==> config.mk <==
export PLATFORM = sky130hd
export DESIGN_NAME = uart_tx_arbiter
export DESIGN_NICKNAME = d
export VERILOG_FILES = /design/src/rtl/uart_tx_arbiter.sv
export SDC_FILE = /design/constraint.sdc
export NUM_CORES = 1
export LEC_CHECK = 0
export BUFFER_PORTS_ARGS = -buffer_cell sky130_fd_sc_hd__buf_2
export CORE_ASPECT_RATIO = 0.6
export CORE_MARGIN = 4
export CORE_UTILIZATION = 55
export CTS_BUF_LIST = sky130_fd_sc_hd__clkbuf_4 sky130_fd_sc_hd__clkbuf_8
export DETAILED_ROUTE_END_ITERATION = 12
export PLACE_DENSITY_LB_ADDON = 0.3
export SETUP_SLACK_MARGIN = 0.3
export SLEW_MARGIN = 10
export SYNTH_ARGS = -nofsm -noshare
export SYNTH_HDL_FRONTEND = slang
export SYNTH_SLANG_ARGS = --single-unit
==> constraint.sdc <==
create_clock -name sys_clk -period 3.7 [get_ports sys_clk]
set_input_delay 0.185 -clock sys_clk [delete_from_list [all_inputs] [get_ports sys_clk]]
set_output_delay 0.185 -clock sys_clk [all_outputs]
set_load 0.1 [all_outputs]
==> src/rtl/uart_tx_arbiter.sv <==
// Round-robin arbiter sharing one uart_send transmitter between N_REQ byte producers.
// Optional UART_ARB_LOCK_EN macro enables per-requester grant locking for atomic messages.
module uart_tx_arbiter #(
  parameter int CLK_FREQ  = 50000000,
  parameter int UART_BPS  = 115200,
  parameter int N_REQ     = 2,
  parameter int GUARD_CYC = 16
) (
  input  logic               sys_clk,
  input  logic               sys_rst_n,
  input  logic [N_REQ-1:0]   req,
  input  logic [8*N_REQ-1:0] req_data,
  input  logic [N_REQ-1:0]   req_lock,
  output logic [N_REQ-1:0]   req_ack,
  output logic               uart_en,
  output logic [7:0]         uart_din,
  output logic               busy
);

  localparam int BPS_CNT   = CLK_FREQ / UART_BPS;
  localparam int FRAME_CYC = BPS_CNT * 10 + GUARD_CYC;
  localparam int IW        = (N_REQ > 1) ? $clog2(N_REQ) : 1;
  localparam int CW        = $clog2(FRAME_CYC + 1);

  typedef enum logic [1:0] {S_IDLE, S_LOAD, S_WAIT} state_t;

  state_t          state, state_nxt;
  logic [IW-1:0]   rr, win, pick, sel;
  logic            found;
  logic [CW-1:0]   cnt;
  logic            frame_done;
  logic [N_REQ-1:0] ack_nxt;
  logic            en_nxt;
  logic            load_din;

  assign frame_done = (cnt == CW'(FRAME_CYC - 1));

  // First requester at or after the round-robin pointer, wrapping modulo N_REQ.
  always_comb begin
    found = 1'b0;
    pick  = '0;
    for (int k = 0; k < N_REQ; k++) begin
      if (!found && req[(int'(rr) + k) % N_REQ]) begin
        found = 1'b1;
        pick  = IW'((int'(rr) + k) % N_REQ);
      end
    end
  end

`ifdef UART_ARB_LOCK_EN
  logic          lock_vld;
  logic [IW-1:0] owner;

  // A requesting lock owner wins regardless of the pointer.
  assign sel = (lock_vld && req[owner]) ? owner : pick;

  always_ff @(posedge sys_clk) begin
    if (!sys_rst_n) begin
      lock_vld <= 1'b0;
      owner    <= '0;
    end else if (state == S_IDLE) begin
      if (found) begin
        lock_vld <= req_lock[sel];
        owner    <= sel;
      end else begin
        lock_vld <= 1'b0;
      end
    end
  end
`else
  logic unused_lock;
  assign unused_lock = ^req_lock;
  assign sel         = pick;
`endif

  always_ff @(posedge sys_clk) begin
    if (!sys_rst_n) state <= S_IDLE;
    else            state <= state_nxt;
  end

  always_comb begin
    state_nxt = state;
    case (state)
      S_IDLE:  if (found) state_nxt = S_LOAD;
      S_LOAD:  state_nxt = S_WAIT;
      S_WAIT:  if (frame_done) state_nxt = S_IDLE;
      default: state_nxt = S_IDLE;
    endcase
  end

  always_comb begin
    ack_nxt  = '0;
    en_nxt   = 1'b0;
    load_din = 1'b0;
    busy     = (state != S_IDLE);
    if (state == S_IDLE && found) begin
      ack_nxt[sel] = 1'b1;
      load_din     = 1'b1;
    end
    if (state == S_LOAD) en_nxt = 1'b1;
  end

  // Registered outputs: ack lands in LOAD, the send strobe in the first WAIT cycle.
  always_ff @(posedge sys_clk) begin
    if (!sys_rst_n) begin
      req_ack  <= '0;
      uart_en  <= 1'b0;
      uart_din <= 8'h00;
      rr       <= '0;
      win      <= '0;
      cnt      <= '0;
    end else begin
      req_ack <= ack_nxt;
      uart_en <= en_nxt;
      if (load_din) begin
        uart_din <= req_data[8*sel +: 8];
        win      <= sel;
      end
      if (state == S_LOAD) begin
        cnt <= '0;
        rr  <= (win == IW'(N_REQ - 1)) ? '0 : win + 1'b1;
      end else if (state == S_WAIT && !frame_done) begin
        cnt <= cnt + 1'b1;
      end
    end
  end

endmodule
* Word level (Yosys, flattened, before mapping)
Cells that the tools add are included.
** Cells by class
- $add $sub $neg :: 3
- Magnitude comparators :: 4
- Eq/ne operators :: 5
- Shift-type cells :: 1
- Mux-type cells :: 17
- Bitwise logic cells :: 2
- Reductions and logical operators :: 11
** Operators with widths (number)
- $shiftx A16 B5 Y8 :: 1
- $add A13 B1 Y13 const B :: 1
- $eq A13 B13 Y1 const B :: 1
- $mux W1 :: 13
- $pmux W2 S3 :: 1
- $logic_and A1 B1 Y1 :: 4
- $lt A1 B2 Y1 const B :: 2
- $mux W2 :: 2
- $ne A2 B2 Y1 const B :: 2
- $reduce_and A2 Y1 :: 2
- $lt A2 B3 Y1 const B :: 1
- $add A1 B1 Y1 const B :: 2
- $eq A2 B1 Y1 const B :: 1
- $eq A2 B2 Y1 const B :: 1
- $logic_not A1 Y1 :: 2
- $logic_not A2 Y1 :: 1
- $reduce_bool A2 Y1 :: 1
- $reduce_or A2 Y1 :: 1
- $and A1 B1 Y1 const A :: 1
- $demux W1 S1 :: 1
- $ge A1 B1 Y1 const B :: 1
- $not A1 Y1 :: 1
** Storage, ports and cells
- Flip-flop bits (word level) :: 28
- Input port bits :: 22
- Output and inout bits :: 12

* Longest topological paths before layout
- Word-level depth :: 11
- Depth in mapped cells :: 5

* Least setup slack after synthesis
No wires, ideal clock.
- Path type :: register to register
- Start point :: register state[1]
- End point :: register uart_din[0]
- Library setup time :: 0.091 ns
- Arrival time :: 1.721 ns
- Data required time :: 3.609 ns
- Path slack :: 1.888 ns
- Cell stages (with the launch flop) :: 6
- Path buffers :: 1
- Cells stage by stage :: dfxtp_1 buf_2 nor2_4 inv_1 nor2_1 a311oi_1
** On the way
- Word-level cells in the longest chain between the ends :: 3
** Ends and longest elaborated chain
- from (decl) :: RTL line 27 : state_t state, state_nxt;
- from (signal assigned) :: RTL line 78 : else state <= state_nxt;
- $logic_not A2 Y1 :: RTL line 96 : if (state == S_IDLE && found) begin
- $logic_and A1 B1 Y1 :: RTL line 96
- $mux W1 :: RTL line 96
- to (signal assigned) :: RTL line 116 : uart_din <= req_data[8*sel +: 8];
- to (decl) :: RTL line 16 : output logic [7:0] uart_din,
No other way between the ends.
A chain may end at the register's enable or synchronous reset.

* Worst setup path after layout
- Start point :: register state[1]
- End point :: output port busy
** On the way
- Word-level cells in the longest chain between the ends :: 1
** Ends and longest elaborated chain
- $reduce_bool A2 Y1 :: RTL line 95 : busy = (state != S_IDLE);
- to (decl) :: RTL line 17 : output logic busy
No other way between the ends.

==> results by group <==
Outcome
  – Status: finished, final reports clean

GRT
  – First-pass GRT wire length: 5409 µm
  – Overall Global Routing Usage: 20.74%
  – Initial antenna violation count: 0
  – Vias in the first global route: 1173
  – Largest net degree at the start of global routing: 20
  – Gr ovfl total: 0

Clock tree
  – Later-pin clock latency in the skew report: 0.28 ns
  – Num Clock Sinks: 28
  – CTS tree: done
  – Reg clk slew, reported paths: 0.10 ns
  – Bufs on Longest Clock Path: 2
  – CTS Buf Count: 3
  – Hold Buf Count CTS: 0
  – Post-CTS setup buffers: 0
  – Root buf cell: clkbuf_8
  – Post-cts gate resize count: 0
  – H-tree levels: 1

Power and ir drop
  – PD cells: 473.2 nW/µm²
  – Tot Pwr: 0.7502 mW
  – Peak supply drop: 0.3271 mV
  – Leak Pwr: 0.6013 nW

Cells and area
  – Area Growth Syn to Fin: 14.35%
  – Nets@finish: 205
  – Layout cell share with drive strength beyond 1: 23.76%
  – Antenna cell count: 0

Floorplanning
  – Area of the core: 2277 µm²
  – DIE WIDTH: 72.82 µm
  – FP Rows: 13
  – Die Y: 46.89 µm
  – Die ar.: 3414 µm²
  – Initial Util: 60.88%
  – Ports: 34

Job
  – Max-cap violations: 0

Worst setup path
  – R2R setup slack: 1.97 ns
  – Required time of the critical path: 3.51 ns
  – Critical path type: reg -> out
  – CP max-delay cell: dfxtp_1
  – Top delay family on crit path: buffers and inverters
  – Worst path bufs/invs: 2
  – Arr. time, crit path: 1.60 ns
  – Crit Path Max Fanout: 10
  – Critical Path Max Stage Delay: 0.57 ns
  – CP startpoint kind: flip-flop
  – CP endpoint kind: primary output
  – CP cell instances: nor2_4, inv_1, buf_2

Synth
  – Share of the synthesized area in the top cell type: 40.43%
  – Main synth FF type: dfxtp_1
  – Synth Warn #: 0
  – Register area share after synthesis: 40.43%
  – Synth area leaders: dfxtp_1, a21oi_1, nand3b_1
  – Gate Count Post-Synth: 156
  – Async SR Flop Fraction: 0%
  – Average size of a mapped cell: 8.887 µm²
  – Count of cell types in the netlist: 37
  – EDFF count, synth: 0
  – Mapped cell area: 1386 µm²
  – Most common library cells after synthesis: dfxtp_1, a21oi_1, o21ai_0
  – Top-count cell post-synth: dfxtp_1
  – Yosys reg bits: 28
  – Area leader, netlist: dfxtp_1
  – Post-synthesis net count: 179

Route
  – Vias per std cell: 6.346
  – Final wirelength: 3432 µm
  – Detail Route Antenna Nets: 0
  – DR WL/cell: 16.27 µm
  – DRC: 0
  – Routed vias: 1339
  – Initial DRC Count: 60
  – Router iterations before antenna repair: 4

Placement
  – Input/output buffers: 31
  – Gp weighted congestion: 0.8350
  – HPWL after DPL: 2489 µm

STA
  – Setup tns final: 0 ns
  – Hold Slack: 0.1852 ns
  – Worst Skew: 0.01083 ns
  – RSZ-0062 raised after global routing: no
  – Least-Margin Pin Slew: 0.9496 ns
  – Max Clock Freq: 559.0 MHz
  – Slew Viols, Final: 0
  – Fin crit share: 48.35%
  – Clock period minus final worst setup slack: 1.789 ns
  – Endpoints failing hold: 0
  – Setup violators final: 0
  – Slew HR: 36.56%

Hold path
  – Hold Crit Class: in -> reg
-- placed cells by master (no fill, tap or decap), drive strengths merged, types with 3 or more instances in the layout --
cell type  netlist  final
nor2             4      4
nand3b          10     10
nor4b            3      3
a21oi           15     15
nor4             3      3
nor2b            3      3
clkbuf           4      4
o21ai           12     12
o31ai            4      4
nand2            3      3
or3              8      8
buf              6     31
or4              3      3
nand3           11     11
mux2i            6      6
dfxtp           28     28
a311oi           9      9
nand4            3      3
inv              7      7
-- through the flow --
stage | cell area, µm² | util [%] | cells | setup slack, ns
CTS | 1585 | 69.62 | 211 | 1.938
global route | 1585 | 69.62 | 211 | 1.832
global placement | 1530 | 67.20 | 207 | 2.032
floorplan | 1386 | - | 156 | 1.888
finish | 1585 | 69.62 | 211 | 1.911
detailed placement | 1530 | 67.20 | 207 | 2.032
-- sequential cells by signal (all words and copies together) (netlist names) --
register	flops
req_ack	2
uart_din	8
state	2
cnt	13
uart_en	1
win	1
rr	1
-- kinds of logic (layout without fill, tap and decap cells) --
logic type	after synthesis	in the layout	synth area share (%)
AO/OA/AOI/OAI	46	46	21.75
AND/OR/NAND/NOR	57	57	26.90
buffers and inverters	18	43	5.686
flip-flops	28	28	40.43
multiplexers	6	6	4.332
adder cells (fa/ha/maj)	1	1	0.9024
-- worst register-to-register path: cells and delay by family (launching register included) --
family          cells  cell delay [ns]
simple gates        2             0.79
flops               1             0.44
compound gates      1             0.19
buf+inv             1             0.16
-- layout make-up --
type | count | area (µm²)
Tap cell | 30 | 37.54
Inverter | 8 | 30.03
Timing Repair Buffer | 31 | 155.1
Clock buffer | 4 | 55.05
Fill cell | 186 | 691.9
Sequential cell | 28 | 560.5
Multi-Input combinational cell | 110 | 747.0
-- where the power goes --
part           leakage [nW]  internal, mW  total, mW  switching [mW]
registers             0.229         0.321      0.338          0.0164
clock network        0.0288        0.0953      0.187          0.0918
logic                 0.344        0.0481      0.226           0.178
total                 0.601         0.464      0.750           0.286
-- final timing paths --
kind | cells past startpoint | from | to
max reg2reg | 4 | state[1] | uart_din[4]
min | 3 | req_data[3] | uart_din[3]
min reg2reg | 1 | win | rr
max | 3 | state[1] | busy
-- metal layers --
metal  vias to the layer above  share of wire, %  routed length, µm  global-route usage (%)
met5                         -                 0                  0                       0
met3                         4               8.2                282                   6.624
met2                        54                46               1570                   32.26
met4                         0              0.64                 22                   5.515
met1                       643                45               1557                   28.22
li1                        638                 -                  -                       -
Power figures use the tool's default switching activity.
